File: config.mk
export PLATFORM = sky130hd
export DESIGN_NAME = stopwatch_core
export DESIGN_NICKNAME = d
export VERILOG_FILES = /design/src/rtl/stopwatch_core.sv
export SDC_FILE = /design/constraint.sdc
export NUM_CORES = 1
export LEC_CHECK = 0
export ABC_AREA = 0
export CAP_MARGIN = 25
export CORE_MARGIN = 5
export CORE_UTILIZATION = 50
export CTS_BUF_LIST = sky130_fd_sc_hd__clkbuf_2 sky130_fd_sc_hd__clkbuf_4 sky130_fd_sc_hd__clkbuf_8
export CTS_CLUSTER_SIZE = 14
export DETAILED_ROUTE_END_ITERATION = 10
export DONT_BUFFER_PORTS = 1
export PLACE_DENSITY = 0.62
export SETUP_SLACK_MARGIN = 0.2
export SYNTH_ARGS = -nofsm -noshare
export SYNTH_HDL_FRONTEND = slang
export SYNTH_SLANG_ARGS = --single-unit
File: constraint.sdc
create_clock -name clk -period 4.7 [get_ports clk]
set_input_delay 0.47 -clock clk [delete_from_list [all_inputs] [get_ports clk]]
set_output_delay 0.47 -clock clk [all_outputs]
set_load 0.05 [all_outputs]
File: src/rtl/stopwatch_core.sv
// rtl/stopwatch_core.sv - stopwatch counter stage with start/stop, clear and lap hold
// Optional lap-hold logic is built when STOPWATCH_LAP_EN is defined.
module stopwatch_core #(
    parameter int CLK_FREQ = 100_000_000,
    parameter int CSEC_DIV = CLK_FREQ / 100
) (
    input  logic       clk,
    input  logic       reset_n,
    input  logic       btn_start,
    input  logic       btn_lap,
    input  logic       btn_clear,
    output logic [7:0] csec,
    output logic [7:0] sec,
    output logic [7:0] min,
    output logic       running,
    output logic       lap_hold
);

    localparam int PW = $clog2(CSEC_DIV);
    localparam logic [PW-1:0] PRESC_MAX = PW'(CSEC_DIV - 1);

    localparam logic [1:0] ST_IDLE  = 2'd0;
    localparam logic [1:0] ST_RUN   = 2'd1;
    localparam logic [1:0] ST_PAUSE = 2'd2;

    logic [1:0]    state;
    logic [1:0]    state_nxt;
    logic [PW-1:0] presc;
    logic [6:0]    live_csec, live_sec, live_min;
    logic [6:0]    nxt_csec, nxt_sec, nxt_min;
    logic          tick;
    logic          clear_act;
    logic          lap_act;
    logic          show_live;

    assign tick      = (state == ST_RUN) && (presc == PRESC_MAX);
    assign clear_act = (state == ST_PAUSE) && btn_clear;

    always_comb begin
        nxt_csec = live_csec;
        nxt_sec  = live_sec;
        nxt_min  = live_min;
        if (tick) begin
            if (live_csec == 7'd99) begin
                nxt_csec = 7'd0;
                if (live_sec == 7'd59) begin
                    nxt_sec = 7'd0;
                    nxt_min = (live_min == 7'd59) ? 7'd0 : live_min + 7'd1;
                end else begin
                    nxt_sec = live_sec + 7'd1;
                end
            end else begin
                nxt_csec = live_csec + 7'd1;
            end
        end
    end

    always_comb begin
        state_nxt = state;
        case (state)
            ST_IDLE:  if (btn_start) state_nxt = ST_RUN;
            ST_RUN:   if (btn_start) state_nxt = ST_PAUSE;
            ST_PAUSE: begin
                // clear wins over a simultaneous start
                if (btn_clear)      state_nxt = ST_IDLE;
                else if (btn_start) state_nxt = ST_RUN;
            end
            default:  state_nxt = ST_IDLE;
        endcase
    end

`ifdef STOPWATCH_LAP_EN
    assign lap_act   = btn_lap && (((state == ST_RUN) && !btn_start) ||
                                   ((state == ST_PAUSE) && !btn_clear));
    assign show_live = !lap_hold || lap_act;

    always_ff @(posedge clk) begin
        if (!reset_n || clear_act) lap_hold <= 1'b0;
        else if (lap_act)          lap_hold <= !lap_hold;
    end
`else
    logic unused_lap;
    assign unused_lap = btn_lap;
    assign lap_act    = 1'b0;
    assign show_live  = 1'b1;
    assign lap_hold   = 1'b0;
`endif

    always_ff @(posedge clk) begin
        if (!reset_n) begin
            state     <= ST_IDLE;
            running   <= 1'b0;
            presc     <= '0;
            live_csec <= 7'd0;
            live_sec  <= 7'd0;
            live_min  <= 7'd0;
            csec      <= 8'd0;
            sec       <= 8'd0;
            min       <= 8'd0;
        end else begin
            state   <= state_nxt;
            running <= (state_nxt == ST_RUN);
            if (clear_act) begin
                presc     <= '0;
                live_csec <= 7'd0;
                live_sec  <= 7'd0;
                live_min  <= 7'd0;
                csec      <= 8'd0;
                sec       <= 8'd0;
                min       <= 8'd0;
            end else begin
                // prescaler is only touched in RUN so a pause keeps the fraction
                if (state == ST_RUN) begin
                    presc     <= tick ? '0 : presc + PW'(1);
                    live_csec <= nxt_csec;
                    live_sec  <= nxt_sec;
                    live_min  <= nxt_min;
                end
                if (show_live) begin
                    csec <= {1'b0, live_csec};
                    sec  <= {1'b0, live_sec};
                    min  <= {1'b0, live_min};
                end
            end
        end
    end

endmodule
== Word level (Yosys, flattened, before mapping) ==
Cells that the tools add are included.

* Add/subtract/negate cells: 4
* Eq/ne operators: 7
* Mux-type cells: 8
* Bitwise logic cells: 1
* Reduce and logical (&&, ||, !) cells: 7

{| class="wikitable"
|+ Operator list
! cell !! number
|-
| adder 7 x 1 -> 7 bit (second input constant) || 3
|-
| two-way mux 7 bit || 3
|-
| adder 20 x 1 -> 20 bit (second input constant) || 1
|-
| equality test 20 bit (second input constant) || 1
|-
| two-way mux 20 bit || 1
|-
| equality test 7 x 6 -> 1 bit (second input constant) || 2
|-
| equality test 7 bit (second input constant) || 1
|-
| two-way mux 2 bit || 3
|-
| case mux 2 bit (3 select lines) || 1
|-
| equality test 2 x 1 -> 1 bit (second input constant) || 2
|-
| AND reduction 4 bit || 1
|-
| AND reduction 3 bit || 1
|-
| equality test 2 bit (second input constant) || 1
|-
| logical AND 1 bit || 2
|-
| logical NOT 2 bit || 1
|-
| AND reduction 2 bit || 1
|-
| OR reduction 2 bit || 1
|-
| NOT 1 bit || 1
|}

* Bits in registers: 68
* Bits of input ports: 5
* Output and inout port bits: 26
* Word-level logic and storage cells: 39

== Longest topological paths before layout ==
* Word-level depth: 4
* Depth in mapped cells: 7
* Depth with buffers taken out: 5

== Worst setup path after synthesis ==
Ideal clock, no wire load.

* Path kind: register to register
* From: register presc[0]
* To: register presc[10]
* Library setup time: 117 ps
* Data arrival time: 1,744 ps
* Required time: 4,583 ps
* Setup slack: 2,839 ps
* Cell stages (with the launch flop): 8
* Path buffers: 2
* Path through: dfxtp_1 -> ha_1 -> nand4b_1 -> nand4b_1 -> buf_2 -> o21ai_2 -> buf_2 -> nor2_1

* Cells in the longest elaborated chain, start to end: 3
* Elaborated cells on any way between the ends: 4

{| class="wikitable"
|+ Ends and longest elaborated chain
! element !! line !! text
|-
| start: declaration || 28 || <nowiki>logic [PW-1:0] presc;</nowiki>
|-
| start signal: assignment || 114 || <nowiki>presc <= tick ? '0 : presc + PW'(1);</nowiki>
|-
| branches (longest 2 deep; another with adder 20 x 1 -> 20 bit) || n/a ||
|-
| two-way mux 20 bit (*) || 114 ||
|}

Every way passes the cells marked *.
A chain may end at the register's enable or synchronous reset.

== Worst setup path in the final report ==
* From: register presc[0]
* To: register live_min[6]

* Cells in the longest elaborated chain, start to end: 3

{| class="wikitable"
|+ Ends and longest elaborated chain
! element !! line !! text
|-
| equality test 20 bit || 36 || <nowiki>assign tick = (state == ST_RUN) && (presc == PRESC_MAX);</nowiki>
|-
| logical AND 1 bit || 36 ||
|-
| AND reduction 4 bit (no source line) || n/a ||
|-
| end signal: assignment || 117 || <nowiki>live_min <= nxt_min;</nowiki>
|-
| end: declaration || 29 || <nowiki>logic [6:0] live_csec, live_sec, live_min;</nowiki>
|}

No other way between the ends.

==> out/metrics.yaml <==
die_width_um: 85.34
slew-limit-headroom: 0.4726
drt_pass1_iterations: 4
cts.sink_count: 65
synth-warning-count: 0
wirelength_mm: 5.844
stdcell_area_um2: 3092
cts_h_tree_depth: 3
rsz0062_at_grt: "false"
synth.top_cells.by_area: "sky130_fd_sc_hd__dfxtp_1, sky130_fd_sc_hd__and2_1, sky130_fd_sc_hd__nand4_1"
utilization: 0.5615
internal-power_uw: 881.2
grt_use_total: 0.1735
yosys.cell_types.count: 51
power.static_leakage_nw: 1.106
pwr-share-seq: 0.502
synthDominantAreaCellType: "sky130_fd_sc_hd__dfxtp_1"
run_status: "finished, final reports clean"
number_of_buffers_added_for_setup_after_cts: 0
powerDensity_nw_per_um2: 359.9
hold_start: "btn_start"
hold_path_end: "state[1]$_SDFF_PN0_"
post_cts_resize_count: 0
rows: 27
route.detailed.vias_per_inst: 5.821
vdd.ir_drop.worst_mv: 0.1833
critical_path.most_common_cell: "sky130_fd_sc_hd__nand4b_1"
placed_cells: 377
design.portCount: 31
min_delay_path_depth: 2
hold_class: "input pin to flip-flop"
synth_enable_flop_cells: 0
asyncSetResetFlopFracSynth: 0
totalPowerFinal_mw: 1.113
clk_slew_on_worst_s_h_paths_ns: 0.07
layout_area_overhead_pct: 8.951
most-common-layout-cells: "sky130_fd_sc_hd__dfxtp_1, sky130_fd_sc_hd__nor2_1, sky130_fd_sc_hd__nand2_1"
clockRootBuffer: "sky130_fd_sc_hd__clkbuf_8"
ff2ff_path_depth: 6
cts_inserted_buffers: 9
r2r_end: "live_min[6]$_SDFFE_PP0P_"
pin_count_of_the_biggest_net_entering_global_routing: 21
ys_dominant_reg_cell: "sky130_fd_sc_hd__dfxtp_1"
vias: 2282
final.setup.worst_slack_ns: 2.003
max_freq_mhz: 370.8
drv_cap: 0
nets: 325
post-route-period-util: 0.5738
post_synth_inst_count: 317
setup.worst_path.class: "flip-flop to flip-flop"
mostFrequentLayoutCell: "sky130_fd_sc_hd__dfxtp_1"
cp.arrival_ns: 2.92
comb_power_share: 0.025
final.fill_count: 504
clock_power_share: 0.472
final_antenna_net_count: 0
antennaDiodeCount: 0
critical_path_required_ns: 4.93
fin_worst_skew_ns: 0.008533
place.detailed.hpwl_mm: 3.873
gr-total-overflow: 0
remaining_drc_errors: 0
critPathMaxFanout: 13
cts-root-to-sink-buffers: 2
timing.final.setup_violations: 0
finalHoldWorstSlack_ns: 0.2832
drt_iter0_drc: 161
grt_antenna_before_repair: 0
avgSynthCellArea_um2: 8.952
post_dp_area_um2: 2874
max_stage_delay_ns: 0.63
chipHeight_um: 85.34
cp_slowest_cell: "sky130_fd_sc_hd__nand4b_1"
grt_pass1_wl_mm: 10.17
fin_crit_ns: 2.697
critical_path.startpoint_type: "flip-flop"
reg2reg_slack_ns: 2.00
tritoncts: "done"
crit-reg2reg-launch: "presc[0]$_SDFFE_PP0N_"
cts_hold_buffers: 0
grt_pass1_vias: 2190
p_switching_uw: 231.4
switching_power_as_a_share_of_total_power: 0.2080
fin_tns_setup_ns: 0
start_util: 0.5153
combined_area_of_all_synthesized_cells_um2: 2838
final-hold-violation-count: 0
placement.setup.worst_slack_ns: 1.989
netlist.area_leader.share: 0.4586
worst_slew_pin_slew_ns: 0.7910
worstPathCellList: "ha_1, nand4b_1, nand4b_1, buf_4, nor4_1, mux2_2"
synth-seq-cells: 65
final_estimated_routing_congestion_in_global_placement: 0.7934
clk-insertion-delay-late_ns: 0.34
capturing_element_type_of_the_critical_path: "flip-flop"
die_area_um2: 7282
drt-wirelength-per-cell_um: 14.91
placement.io_buffers: 0
placeableCoreArea_um2: 5507
synth_sequential_area_ratio: 0.4586
drive_above_1_share: 0.08125
finalNonFillerCells: 392
final-max-slew-violation-count: 0
worst max-delay path by stage:
stage	slack, ns	start	endpoint
floorplan	2.84	presc[0]$_SDFFE_PP0N_	presc[10]$_SDFFE_PP0N_
global placement	2.05	presc[0]$_SDFFE_PP0N_	live_min[6]$_SDFFE_PP0P_
detailed placement	1.99	presc[0]$_SDFFE_PP0N_	live_min[6]$_SDFFE_PP0P_
CTS	1.96	presc[0]$_SDFFE_PP0N_	live_min[6]$_SDFFE_PP0P_
global route	1.82	presc[0]$_SDFFE_PP0N_	live_min[6]$_SDFFE_PP0P_
finish	2.00	presc[0]$_SDFFE_PP0N_	live_min[6]$_SDFFE_PP0P_
cell usage after synthesis (2+ instances only):
library cell / count
sky130_fd_sc_hd__inv_1: 10
sky130_fd_sc_hd__nand3_1: 15
sky130_fd_sc_hd__xnor2_1: 5
sky130_fd_sc_hd__xor2_1: 5
sky130_fd_sc_hd__o22ai_1: 2
sky130_fd_sc_hd__and4b_1: 3
sky130_fd_sc_hd__and2_1: 18
sky130_fd_sc_hd__buf_4: 4
sky130_fd_sc_hd__o31ai_1: 4
sky130_fd_sc_hd__or4_1: 6
sky130_fd_sc_hd__nand2_1: 23
sky130_fd_sc_hd__and4_1: 3
sky130_fd_sc_hd__nor2_1: 23
sky130_fd_sc_hd__o21ai_0: 12
sky130_fd_sc_hd__mux2_2: 5
sky130_fd_sc_hd__nor2b_1: 2
sky130_fd_sc_hd__nand4b_1: 3
sky130_fd_sc_hd__nor3b_1: 2
sky130_fd_sc_hd__dfxtp_1: 65
sky130_fd_sc_hd__clkbuf_1: 10
sky130_fd_sc_hd__or3_1: 9
sky130_fd_sc_hd__a211oi_1: 7
sky130_fd_sc_hd__nor4_1: 5
sky130_fd_sc_hd__nor3_1: 6
sky130_fd_sc_hd__nand4_1: 14
sky130_fd_sc_hd__buf_2: 4
sky130_fd_sc_hd__and3_1: 5
sky130_fd_sc_hd__a21oi_1: 17
sky130_fd_sc_hd__o41ai_1: 2
sky130_fd_sc_hd__ha_1: 4
sky130_fd_sc_hd__nor4b_1: 4
critical path: cells and delay by family, from the launching register on:
family	cells	cell delay (ns)
adder cells (fa/ha/maj)	1	0.23
multiplexers	1	0.37
AND/OR/NAND/NOR	3	1.21
buffers and inverters	1	0.39
flip-flops	1	0.39
flip-flops by register name, summed over array words and instances, names as in the netlist, 2 cells and up:
register / cells
min: 7
live_min: 7
live_csec: 7
state: 2
presc: 20
sec: 7
live_sec: 7
csec: 7
power by group through the flow:
| stage | combinational, mW | sequential [mW] | clock [mW] |
|---|---|---|---|
| after floorplan | 0.0254 | 0.571 | 0 |
| after global placement | 0.0283 | 0.571 | 0 |
| after detailed placement | 0.0285 | 0.571 | 0 |
| after CTS | 0.0286 | 0.559 | 0.536 |
| after global routing | 0.0316 | 0.559 | 0.570 |
| final | 0.0283 | 0.559 | 0.526 |
layout make-up:
| class | count | area (um2) | share of cell area |
|---|---|---|---|
| sequential | 65 | 1301 | 0.4209 |
| multi-input combinational | 227 | 1423 | 0.4601 |
| timing repair buffer | 3 | 22.52 | 0.007284 |
| clock buffer | 12 | 152.6 | 0.04937 |
| clock inverter | 3 | 65.06 | 0.02104 |
| inverter | 10 | 37.54 | 0.01214 |
| tap | 72 | 90.09 | 0.02914 |
cells by family after synthesis:
logic type      count (synthesis)  share of synthesized area
compound gates                 56                     0.1261
xor+xnor                       10                    0.03086
fa+ha+maj                       4                    0.01764
buf+inv                        28                    0.04410
flops                          65                     0.4586
mux                             6                    0.02337
other cells                     1                   0.001321
simple gates                  147                     0.2981
layer usage:
metal | share of wire | up-vias | global-route usage
met3 | 0.045 | 9 | 0.04563
met1 | 0.50 | 1069 | 0.2246
met5 | 0 | - | 0
met2 | 0.44 | 48 | 0.2691
li1 | - | 1156 | -
met4 | 0.015 | 0 | 0.08058
Power figures use the tool's default switching activity.
==> RTL edit 1: new RTL, config.mk and constraints unchanged <==
Change the parameter `CLK_FREQ` from 100_000_000 to 50_000_000.
--- a/src/rtl/stopwatch_core.sv
+++ b/src/rtl/stopwatch_core.sv
@@ -3,3 +3,3 @@
 module stopwatch_core #(
-    parameter int CLK_FREQ = 100_000_000,
+    parameter int CLK_FREQ = 50_000_000,
     parameter int CSEC_DIV = CLK_FREQ / 100
Check against the original RTL: same outputs for any inputs over 10 cycles, from zero or initial values and one cycle with reset_n low; that may be too few to reach the edited logic, so the function may still have changed.
==> RTL edit 1 against the original RTL <==
Sequential cell count down 1; design area shrank 6.5%; worst setup slack better by 0.28 ns; non-clock buffer count is 2 lower; die area decreased by 5.5%; core utilization grew 0.085 points; power decreased by 6.7%; area after synthesis is 6.2% lower; cell count decreased by 6.6%; wire length fell by 19%; largest cell class unchanged.
==> RTL edit 1: results <==
routing:
  drt_first_pass_iters: 4
  drt_iter0_drc: 58
  finalWirelength_um: 4750
  via_per_inst: 5.34
logic_synthesis:
  ys_types: 48
  yosys-top-cells-count: "dfxtp_1 (64), nor2_1 (35), nand2_1 (23)"
  syn_area_per_cell_um2: 9.18
  synth.area.top_cells: "dfxtp_1 (48%), xor2_1 (5.6%), and2_1 (5.2%), nor2_1 (4.9%), nand2_1 (3.2%)"
  ys_seq_area_share_pct: 48.1
global_routing:
  grt_pass1_wl_um: 8010
  grt_use_total_pct: 14.3
  grt_max_degree: 25
  first_global_vias: 1766
final_layout:
  fin_nets: 301
  largest_reg_flops: 19
  largest-register: "presc"
  finalNonFillerCells: 366
  drive_above_1_share_pct: 8.78
  fillers: 481
worst_hold_path:
  hold_path_startpoint: "reset_n"
pwr:
  peakVddDrop_uv: 177
  p_leak_nw: 1.03
clocking:
  clkLatencyLatePin_ns: 0.33
  h-tree-depth: 3
worst_setup_path:
  worstPathArrival_ns: 2.68
  path_max_fanout: 16
  startpoint: "presc[0]$_SDFFE_PP0P_"
  slowest_stage: "or4_1"
  cpPeakStageDelay_ns: 0.61
run_status:
  status: "complete, no violations"
sta:
  worst_clock_skew_ns: 0.0103
  slew_headroom_pct: 52.4
place:
  dp_worst_setup_slack_ns: 2.30
  gp_congestion: 0.841
  dp.cells: 351
  dpl.hpwl_um: 3290
==> RTL edit 1: cell count changes in the layout (fill, tap and decap cells not counted), sizes merged, moves of 5 or more <==
cell / before / now
nor2: 23 / 35
inv: 10 / 5
xor2: 5 / 17
a211oi: 7 / 0
or3: 9 / 4
o21ai: 13 / 7
a21oi: 17 / 11
==> RTL edit 1: path summary, 6_finish.rpt <==
path | to | slack [ns] | cells after the start
worst min register to register | live_min[5]$_SDFFE_PP0P_ | 0.47 | 1
worst max-delay path | live_min[6]$_SDFFE_PP0P_ | 2.28 | 6
worst max register to register | live_min[6]$_SDFFE_PP0P_ | 2.28 | 6
worst min-delay path | running$_SDFF_PN0_ | 0.26 | 1
==> RTL edit 1: metal layers <==
layer	wire (um)	track usage (%)	share of wire (%)	vias to the layer above
met5	0	0	0	-
met4	88	8.32	1.9	0
met3	239	4.95	5.0	10
met2	2160	21.6	45	38
met1	2260	17.4	48	901
li1	-	-	-	1007
==> RTL edit 1: final cells by class <==
| cell class | count | area share (%) |
|---|---|---|
| clock buffers | 12 | 5.28 |
| repair buffers | 1 | 0.260 |
| inverters | 5 | 0.649 |
| clock inverters | 3 | 1.47 |
| well taps | 70 | 3.03 |
| multi-input cells | 211 | 45.0 |
| flip-flops and latches | 64 | 44.3 |
==> RTL edit 1: through the flow <==
| step | instance area (um^2) | total power [mW] |
|---|---|---|
| global route | 2890 | 1.08 |
| finish | 2890 | 1.04 |
| CTS | 2890 | 1.05 |
| global placement | 2700 | 0.587 |
| detailed placement | 2700 | 0.587 |
| floorplan | 2670 | 0.585 |
==> RTL edit 1: kinds of logic (layout without fill, tap and decap cells) <==
logic type / after synthesis / in the layout / synth area share [%]
and+or+nand+nor: 151 / 151 / 31.9
DFF: 64 / 64 / 48.1
AOI/OAI and AO/OA: 25 / 25 / 5.40
other: 1 / 4 / 0.141
muxes: 3 / 3 / 1.22
xor gates and xnor gates: 24 / 24 / 7.89
buffers and inverters: 18 / 21 / 3.48
adders and majority gates: 4 / 4 / 1.88
==> RTL edit 1: where the power goes <==
part,leakage (nW),switching [mW],internal (mW)
Clock,0.0993,0.196,0.268
Combinational,0.419,0.0195,0.00506
Sequential,0.516,0.00494,0.545
==> RTL edit 2: new RTL, config.mk and constraints unchanged <==
Without the edit above. Put one more register stage on the output `csec`, without a reset. The value now appears one clock later. The other outputs are not delayed to match.
--- a/src/rtl/stopwatch_core.sv
+++ b/src/rtl/stopwatch_core.sv
@@ -24,2 +24,4 @@
     localparam logic [1:0] ST_PAUSE = 2'd2;
+
+    logic [7:0] csec_s0;
 
@@ -96,3 +98,3 @@
             live_min  <= 7'd0;
-            csec      <= 8'd0;
+            csec_s0   <= 8'd0;
             sec       <= 8'd0;
@@ -107,3 +109,3 @@
                 live_min  <= 7'd0;
-                csec      <= 8'd0;
+                csec_s0   <= 8'd0;
                 sec       <= 8'd0;
@@ -119,3 +121,3 @@
                 if (show_live) begin
-                    csec <= {1'b0, live_csec};
+                    csec_s0 <= {1'b0, live_csec};
                     sec  <= {1'b0, live_sec};
@@ -127,2 +129,6 @@
 
+    always_ff @(posedge clk) begin
+        csec <= csec_s0;
+    end
+
 endmodule
Behaviour: no difference found for any inputs over 10 cycles, from zero or initial values and one cycle with reset_n low; that may be too few to reach the edited logic, so the function may still have changed.
==> RTL edit 2 against the original RTL <==
Critical path depth fell by 1; sequential cell count is 7 higher; clock skew rose by 0.00066 ns; wire length decreased by 9.9%; power increased by 7.1%; area after synthesis increased by 1.6%; worst setup slack gained 0.33 ns; worst hold slack got worse by 0.029 ns; combinational power shrank 11%; first-iteration DRC count decreased by 42%; maximum frequency is 14% higher; design area grew 2.4%; sequential share of layout area rose by 3.4 points; largest cell class is now registers; largest power group unchanged.
==> RTL edit 2: results <==
pwr:
  peakVddDrop_uv: 280
  swShare_pct: 21.7
  p_leak_nw: 1.17
  p_seq_share_pct: 51.8
final_layout:
  fin_nets: 315
  drive_above_1_share_pct: 9.65
sta:
  tightest_slew_ns: 0.849
logic_synthesis:
  yosys-top-cells-count: "dfxtp_1 (72), nor2_1 (32), and2_1 (22)"
  synth.area.top_cells: "dfxtp_1 (50%), and2_1 (4.8%), nor2_1 (4.2%), xnor2_1 (3.0%), xor2_1 (3.0%)"
  ys_seq_area_share_pct: 50.0
  ys_types: 50
global_routing:
  use_met3_pct: 5.28
  met2_usage_pct: 22.8
  grt_util_met1_pct: 20.4
  grt_use_total_pct: 15.5
  first_global_vias: 1903
  grt_pass1_wl_um: 8990
  grt_max_degree: 25
place:
  dpl.hpwl_um: 3540
  gp_congestion: 0.809
routing:
  wl_met3_um: 246
  via_count: 2047
  finalWirelength_um: 5260
  wl_met2_um: 2370
  wl_met1_um: 2590
worst_setup_path:
  worstPathArrival_ns: 2.59
  path_max_fanout: 10
  cpPeakStageDelay_ns: 0.60
  reg2reg_slack_ns: 2.34
  slowest_stage: "or3_1"
  rr_worst_depth: 5
worst_hold_path:
  hold_depth: 1
run_status:
  status: "complete, no violations"
-- RTL edit 2: cell count changes in the layout (fill, tap and decap cells not counted), moves of 4 or more --
cell and change:
a211oi_1 -6, a21oi_1 -6, and2_1 +4, dfxtp_1 +7, inv_1 -6, nand4_1 -6
nor2_1 +9, nor3_1 +4, xnor2_1 +5, xor2_1 +5
-- RTL edit 2: per-stage QoR --
stage	cells	hold WS (ns)	area, um^2	power [mW]	setup WS [ns]
2_1_floorplan	305	0.310	2900	0.655	2.59
3_3_place_gp	367	0.310	2940	0.657	2.36
3_5_place_dp	367	0.312	2940	0.657	2.36
4_1_cts	383	0.238	3170	1.21	2.36
5_1_grt	383	0.244	3170	1.24	2.24
6_report	383	0.254	3170	1.19	2.34
-- RTL edit 2: worst paths after layout --
| path | from | to |
|---|---|---|
| hold / removal | reset_n | state[0]$_SDFF_PN0_ |
| setup / recovery | presc[16]$_SDFFE_PP0N_ | live_sec[6]$_SDFFE_PP0P_ |
| hold reg to reg | csec_s0[4]$_SDFF_PP0_ | csec[4]$_DFF_P_ |
| setup reg to reg | presc[16]$_SDFFE_PP0N_ | live_sec[6]$_SDFFE_PP0P_ |
-- RTL edit 2: layout make-up --
class | instances | area share [%]
inverters | 4 | 0.474
repair buffers | 2 | 0.474
well taps | 72 | 2.84
flip-flops and latches | 72 | 45.5
clock buffers | 10 | 4.35
multi-input cells | 217 | 43.5
clock inverters | 6 | 2.88
-- RTL edit 2: cell families after synthesis --
group,Yosys count,share of synthesized area (%)
simple gates,151,30.5
fa+ha+maj,4,1.74
xor+xnor,20,6.07
buf+inv,16,2.69
other cells,1,0.130
mux,4,1.65
compound gates,34,7.20
flops,72,50.0
